===== config.mk =====
export PLATFORM = sky130hd
export DESIGN_NAME = logic_op_sequencer
export DESIGN_NICKNAME = d
export VERILOG_FILES = /design/src/rtl/logic_op_sequencer.sv
export SDC_FILE = /design/constraint.sdc
export NUM_CORES = 1
export LEC_CHECK = 0
export ABC_CLOCK_PERIOD_IN_PS = 4800
export CAP_MARGIN = 20
export CORE_UTILIZATION = 40
export DETAILED_ROUTE_END_ITERATION = 10
export PLACE_DENSITY = 0.71
export SETUP_SLACK_MARGIN = 0.4
export SYNTH_ARGS = -nofsm -noshare
export SYNTH_HDL_FRONTEND = slang
export SYNTH_SLANG_ARGS = --single-unit

===== constraint.sdc =====
create_clock -name clk -period 4.8 [get_ports clk]
set_input_delay 0.48 -clock clk [delete_from_list [all_inputs] [get_ports clk]]
set_output_delay 0.48 -clock clk [all_outputs]
set_load 0.01 [all_outputs]

===== src/rtl/logic_op_sequencer.sv =====
// Byte-stream feeder for the 32-bit logic unit: gathers a command and two
// operands, drives the unit, captures its result and hands it off downstream.
module logic_op_sequencer #(
    parameter int unsigned IN_W  = 8,
    parameter int unsigned W     = 32,
    parameter int unsigned CNT_W = 16
) (
    input  logic             clk,
    input  logic             rst_n,
    input  logic             in_valid,
    output logic             in_ready,
    input  logic [IN_W-1:0]  in_data,
    output logic             lu_f1,
    output logic             lu_f0,
    output logic [W-1:0]     lu_a,
    output logic [W-1:0]     lu_b,
    input  logic [W-1:0]     lu_out,
    output logic             out_valid,
    input  logic             out_ready,
    output logic [W-1:0]     out_data,
    output logic             out_zero,
    output logic             out_err,
    output logic [CNT_W-1:0] op_count
);

    localparam int unsigned BEATS = W / IN_W;
    localparam int unsigned IDX_W = (BEATS > 1) ? $clog2(BEATS) : 1;

    typedef enum logic [2:0] {
        S_CMD  = 3'd0,
        S_A    = 3'd1,
        S_B    = 3'd2,
        S_EXEC = 3'd3,
        S_OUT  = 3'd4
    } state_t;

    state_t           state;
    state_t           state_d;
    logic [IDX_W-1:0] idx;
    logic [IDX_W-1:0] idx_d;
    logic             in_ready_d;
    logic [1:0]       op;
    logic             in_fire_c;
    logic             out_fire_c;
    logic             last_beat_c;

    assign in_fire_c   = in_valid && in_ready;
    assign out_fire_c  = out_valid && out_ready;
    assign last_beat_c = (idx == IDX_W'(BEATS - 1));
    assign lu_f1       = op[1];
    assign lu_f0       = op[0];

    // State, beat index and registered in_ready.
    always_ff @(posedge clk) begin
        if (!rst_n) begin
            state    <= S_CMD;
            idx      <= '0;
            in_ready <= 1'b1;
        end else begin
            state    <= state_d;
            idx      <= idx_d;
            in_ready <= in_ready_d;
        end
    end

    // Next-state and beat index sequencing.
    always_comb begin
        state_d    = state;
        idx_d      = idx;
        in_ready_d = 1'b0;
        case (state)
            S_CMD: begin
                if (in_fire_c) begin
                    state_d = S_A;
                    idx_d   = '0;
                end
            end
            S_A: begin
                if (in_fire_c) begin
                    if (last_beat_c) begin
                        state_d = S_B;
                        idx_d   = '0;
                    end else begin
                        idx_d = idx + IDX_W'(1);
                    end
                end
            end
            S_B: begin
                if (in_fire_c) begin
                    if (last_beat_c) begin
                        state_d = S_EXEC;
                        idx_d   = '0;
                    end else begin
                        idx_d = idx + IDX_W'(1);
                    end
                end
            end
            S_EXEC: state_d = S_OUT;
            S_OUT: begin
                if (out_fire_c) begin
                    state_d = S_CMD;
                end
            end
            default: begin
                state_d = S_CMD;
                idx_d   = '0;
            end
        endcase
        in_ready_d = (state_d == S_CMD) || (state_d == S_A) || (state_d == S_B);
    end

    // Operand/op capture, result capture and handoff counting.
    always_ff @(posedge clk) begin
        if (!rst_n) begin
            op        <= 2'b00;
            lu_a      <= '0;
            lu_b      <= '0;
            out_data  <= '0;
            out_zero  <= 1'b0;
            out_err   <= 1'b0;
            out_valid <= 1'b0;
            op_count  <= '0;
        end else begin
            case (state)
                S_CMD: begin
                    if (in_fire_c) begin
                        op <= in_data[1:0];
                    end
                end
                S_A: begin
                    if (in_fire_c) begin
                        lu_a[int'(idx)*IN_W +: IN_W] <= in_data;
                    end
                end
                S_B: begin
                    if (in_fire_c) begin
                        lu_b[int'(idx)*IN_W +: IN_W] <= in_data;
                    end
                end
                S_EXEC: begin
                    out_data  <= lu_out;
                    out_zero  <= (lu_out == '0);
                    out_err   <= (op == 2'b00);
                    out_valid <= 1'b1;
                end
                S_OUT: begin
                    if (out_fire_c) begin
                        out_valid <= 1'b0;
                        op_count  <= op_count + CNT_W'(1);
                    end
                end
                default: ;
            endcase
        end
    end

endmodule

==> results of run 1 <==
metal layers:
layer  GRT usage  part of all wire  vias up  wire length [um]
met1       0.268              0.42     2147              5840
met5           0                 0        -                 0
met2       0.373              0.50      128              6910
met4      0.0904             0.019        0               259
li1            -                 -     2243                 -
met3      0.0696             0.060       19               825
tightest hold or removal path: cells and delay by family, from the launching register on:
family | cells | cell delay (ns)
flip-flops | 1 | 0.30
AND/OR/NAND/NOR | 1 | 0.05
AO/OA/AOI/OAI | 1 | 0.05
registers in the layout, indices dropped and copies added (netlist names):
register / flops
out_data: 32
op_count: 16
out_err: 1
in_ready: 1
out_zero: 1
state: 3
idx: 2
op: 2
lu_b: 32
lu_a: 32
out_valid: 1
cells in the mapped netlist (2+ instances only):
library cell,n
buf_1,3
buf_6,2
and2b_1,2
clkbuf_1,23
nor3_1,4
inv_1,6
and3_1,6
nor2_1,89
nor4_1,7
nand2_1,95
o31ai_1,2
xor2_1,3
and4_1,2
a21oi_1,62
or3_1,2
nand4_1,6
nand3_1,27
o21ai_0,5
nand3_2,3
mux2i_1,50
dfxtp_1,123
xnor2_1,8
or4_1,5
buf_2,3
nand2b_1,12
a31oi_1,2
ha_1,6
layout by cell type, fill, tap and decap left out, drive strengths merged, types with 2 or more instances in the layout:
cell type	Yosys	routed
xor2	3	3
a21oi	62	62
nand2b	12	12
a31oi	2	2
nand2	96	96
clkinvlp	0	3
nor3	4	4
buf	9	3
dfxtp	123	123
nand3	30	30
nand4	6	6
o31ai	2	2
clkdlybuf4s50	0	161
bufinv	0	4
nor2	89	89
and3	6	6
clkinv	0	5
ha	6	6
mux2i	50	50
xnor2	8	8
and2b	2	2
clkbuf	23	21
inv	6	5
nor4	8	8
or3	2	2
o21ai	6	6
and4	2	2
or4	5	5
nor3b	2	2
layout make-up:
cell class | instances | share of cell area
Sequential cell | 123 | 0.339
Multi-Input combinational cell | 410 | 0.319
Timing Repair Buffer | 164 | 0.226
Clock buffer | 21 | 0.0648
Tap cell | 147 | 0.0253
Clock inverter | 11 | 0.0229
Inverter | 6 | 0.00327
cell families (layout without fill, tap and decap cells):
family / count (synthesis) / count (layout) / synth area share
fa+ha+maj: 6 / 6 / 0.0152
xor+xnor: 11 / 11 / 0.0195
flops: 123 / 123 / 0.498
simple gates: 270 / 270 / 0.256
mux: 50 / 50 / 0.101
buf+inv: 38 / 202 / 0.0334
compound gates: 73 / 73 / 0.0762
final timing paths:
kind           startpoint      endpoint  slack, ns  cells past startpoint
max                 rst_n      state[0]       2.25                      4
min          out_data[27]  out_data[27]       0.45                      2
max reg2reg        idx[0]       lu_b[1]       2.58                      5
min reg2reg  out_data[27]  out_data[27]       0.45                      2
metrics by stage:
step / std cells / cell area, um^2 / util / total power, W / hold WS [ns]
after floorplan: 571 / 4940 / - / 0.00110 / 0.481
after global placement: 849 / 6610 / 0.550 / 0.00116 / 0.443
after detailed placement: 849 / 6610 / 0.550 / 0.00116 / 0.446
after CTS: 881 / 7250 / 0.603 / 0.00252 / 0.453
after global routing: 882 / 7260 / 0.605 / 0.00258 / 0.469
final: 882 / 7260 / 0.605 / 0.00250 / 0.452
power by group through the flow:
stage	combinational, W	sequential (W)	clock, W
2_1_floorplan	0.0000480	0.00105	0
6_report	0.000109	0.00103	0.00135
3_3_place_gp	0.000106	0.00105	0
4_1_cts	0.000109	0.00103	0.00137
3_5_place_dp	0.000108	0.00105	0
5_1_grt	0.000118	0.00103	0.00143
==> metrics.txt, run 1 <==
status finished, final reports clean; Setup WS post-layout 2.25 ns; RSZ-0062 raised after global routing no; post-synth cell types 40; CTS tree yes; worst slew pin tran about 0.9 ns; register bit total from synthesis ~120; Sw Pwr between 0.0005 and 0.0006 W; Register Area about 0.0025 mm^2; sequential power share 0.414; CTS Buf Count 17; Routed wire per std cell between 15 and 20 um; total track usage 0.224; f_max just under 400 MHz; WL final between 10,000 and 15,000 um; number of synthesized flops with an enable pin 0; Synth top area share 0.498; # setup viols final 0; Worst VDD drop 0.231 mV; nets approximately 770; vias in the first global route between 4,000 and 5,000; Core ar. approximately 0.012 mm^2; CP startpoint kind primary input; via count 4,537; DR iter-0 viols 158; Setup Crit Path Kind primary input to flip-flop; area occupied by multi-input gates 0.00231 mm^2; setup TNS 0 ns; min-delay worst type flip-flop to flip-flop; CP max FO between 60 and 70; Sw Share 0.204; grt ovf 0; initial antenna violation count 0; area delta synth->final 47.0%; DRT antenna net count 0; fill count 1,027; antenna cells 0; Ys Warns 0; Port Buf Inserts between 150 and 200; Synth Flop Type dfxtp_1; CP top delay family buffers and inverters; die area 0.0128 mm^2; Post-Syn Instances 571; routability congestion estimate between 0.7 and 0.8; min Tclk post-route roughly 2.5 ns; mapped cell area between 0.004 and 0.005 mm^2; power per cell area about 340 mW/mm^2; syn_area_per_cell slightly below 9 um^2; CTS H-tree depth 4; fraction of layout instances using a drive strength above 1 0.0599; DIE HEIGHT 113 um; crit end category flip-flop; worst relative slew slack 0.392; area leader, netlist dfxtp_1; Rows 40; Layout Skew between 0.015 and 0.02 ns; first-pass GRT wire length approximately 22,000 um; pre-CTS setup slack 1.80 ns; Comb pwr share 0.044; cell internal pwr just under 0.002 W; Clock Pin Slew Worst Setup and Hold Paths ~0.06 ns; Vias per Instance approximately 5.1; P_leak between 2 and 3 nW; sequential fraction of the synthesis area 0.498; CTS resizes 0; First-pass DRT Iterations 4; crit-path cells clkdlybuf4s50_1, clkinv_2, buf_4, a2111oi_0; max-cap viol count 0; worst endpoint required time 5.09 ns; Post-synth ARST share 0; top cells by area, synth dfxtp_1 50%, mux2i_1 10%, nand2_1 7.2%, nor2_1 6.8%, a21oi_1 6.3%; setup repair bufs after CTS 0; Root Driver clkbuf_16; worst-skew pair later-pin latency roughly 0.41 ns; Crit path arrival time 2.84 ns; hold_buf cts 0; CP peak stage delay 0.72 ns; I/O Pins 162; largest net degree at the start of global routing 65; Synthesized Nets between 600 and 700; initial core utilization 0.411; clk buf depth 2; Hold Violations, Final 0; post-DP HPWL slightly below 10,000 um; Remaining DRCs 0; count of pins over their slew limit 0; Die Wd 113 um; Clk pwr share 0.542; period utilisation layout 0.531; WP buf/inv 3; Slowest cell on crit path clkinv_2; TritonCTS Sinks 123
No activity file was read; power rests on OpenSTA's default activity.
==> run 2, diff against run 1 <==
Settings changed: ABC_CLOCK_PERIOD_IN_PS 4800 to 2600.
Clock period 4.8 ns to 2.6 ns, I/O delays scaled along.
==> metrics.txt, run 2 (same netlist as run 1, synthesis figures left out) <==
Routed wire per std cell 15.8 um (+0.49%); Remaining DRCs 0 (unchanged); count of pins over their slew limit 0 (unchanged); Crit path arrival time 2.28 ns (-0.56 ns); initial core utilization 0.411 (unchanged); DR iter-0 viols 240 (+52%); crit end category flip-flop; Port Buf Inserts 161 (unchanged); I/O Pins 162 (unchanged); vias in the first global route 4,421 (-2.9%); CTS H-tree depth 4 (unchanged); routability congestion estimate 0.811 (+3.3%); worst slew pin tran 0.529 ns (-0.379 ns); Worst VDD drop 0.427 mV (+85%); status finished, final reports clean; power per cell area 626 mW/mm^2 (+82%); worst endpoint required time 2.94 ns (-2.15 ns); Die Wd 113 um (unchanged); period utilisation layout 0.745; top flop regs lu_a: 32 flops, lu_b: 32 flops, out_data: 32 flops; CTS resizes 0 (unchanged); P_leak 2.72 nW (+0.99%); setup repair bufs after CTS 0 (unchanged); CP max FO 9 (-86%); die area 0.0128 mm^2 (unchanged); WL final 14,000 um (+1.2%); Slowest cell on crit path dfxtp_1; Rows 40 (unchanged); CP startpoint kind flip-flop; crit-path most repeated cell nor2_1; antenna cells 0 (unchanged); CTS tree yes; first-pass GRT wire length 22,000 um (-0.84%); grt ovf 0 (unchanged); commonest non-fill, non-tap cells in the layout 161 x clkdlybuf4s50_1, 123 x dfxtp_1, 95 x nand2_1; crit-path cells inv_1, ha_1, nand2b_1, nor2_1, mux2i_1, nor2_1; min-delay worst type primary input to flip-flop; worst relative slew slack 0.646 (+0.254); max-cap viol count 0 (unchanged); hold_buf cts 0 (unchanged); largest net degree at the start of global routing 42 (-35%); Layout Skew 0.00578 ns (-0.0116 ns); Core ar. 0.0120 mm^2 (unchanged); commonest non-fill, non-tap cell in the layout clkdlybuf4s50_1; via count 4,600 (+1.4%); WP buf/inv 1 (-2); fill count 1,044 (+1.7%); Hold Violations, Final 0 (unchanged); Root Driver clkbuf_16; total track usage 0.219 (-0.00446); TritonCTS Sinks 123 (unchanged); DRT antenna net count 0 (unchanged); setup TNS 0 ns (unchanged); RSZ-0062 raised after global routing no; CP peak stage delay 0.52 ns (-0.20 ns); f_max 516 MHz; First-pass DRT Iterations 5 (+1); CTS Buf Count 17 (unchanged); Clock Pin Slew Worst Setup and Hold Paths 0.05 ns (about the same); CP top delay family simple AND/OR/NAND/NOR gates; post-DP HPWL 10,000 um (+1.5%); nets 778 (+0.78%); clk buf depth 2 (unchanged); initial antenna violation count 0 (unchanged); area delta synth->final 47.9%; DIE HEIGHT 113 um (unchanged); fraction of layout instances using a drive strength above 1 0.0661 (+0.00626); Setup Crit Path Kind flip-flop to flip-flop; Vias per Instance 5.18 (+0.70%); worst-skew pair later-pin latency 0.40 ns (about the same); min Tclk post-route between 1.5 and 2 ns; hold slack 0.430 ns (-0.0222 ns); # setup viols final 0 (unchanged)
-- run 2: where the power goes --
part | internal, W | leakage [nW] | total (W) | switching (W)
clock network | 0.00162 | 0.296 | 0.00245 | 0.000825
logic | 0.000104 | 1.43 | 0.000216 | 0.000111
registers | 0.00190 | 0.991 | 0.00191 | 0.0000122
total | 0.00362 | 2.72 | 0.00457 | 0.000949
-- run 2: final timing paths --
kind / from / end / slack (ns) / cells past startpoint
min: lu_out[7] / out_data[7] / 0.43 / 3
min reg2reg: out_data[5] / out_data[5] / 0.45 / 2
max: idx[0] / lu_b[30] / 0.66 / 6
max reg2reg: idx[0] / lu_b[30] / 0.66 / 6
-- run 2: worst reg2reg max path, stage by stage (launching register included) --
cell and delay (ns):
dfxtp_1 0.52, inv_1 0.15, ha_1 0.41, nand2b_1 0.31, nor2_1 0.25, mux2i_1 0.12, nor2_1 0.11
-- run 2: per-layer routing --
metal / track usage / part of all wire / vias up
li1: - / - / 2249
met1: 0.273 / 0.44 / 2197
met2: 0.373 / 0.50 / 134
met3: 0.0461 / 0.046 / 20
met4: 0.0825 / 0.019 / 0
met5: 0 / 0 / -
-- run 2: area by class of cell --
class	count	area (um^2)	share of cell area
Clock buffer	20	447	0.0611
Clock inverter	12	171	0.0235
Inverter	6	23.8	0.00325
Multi-Input combinational cell	410	2310	0.317
Sequential cell	123	2460	0.337
Tap cell	147	184	0.0252
Timing Repair Buffer	170	1700	0.233
-- run 2: per-stage QoR --
step / utilization / area [um^2] / setup WS, ns / total power [W] / std cells
5_1_grt: 0.608 / 7310 / 0.516 / 0.00472 / 888
2_1_floorplan: - / 4940 / 0.815 / 0.00203 / 571
3_3_place_gp: 0.557 / 6690 / 0.569 / 0.00215 / 856
6_report: 0.608 / 7310 / 0.662 / 0.00457 / 888
3_5_place_dp: 0.557 / 6690 / 0.500 / 0.00216 / 856
4_1_cts: 0.608 / 7310 / 0.702 / 0.00460 / 888
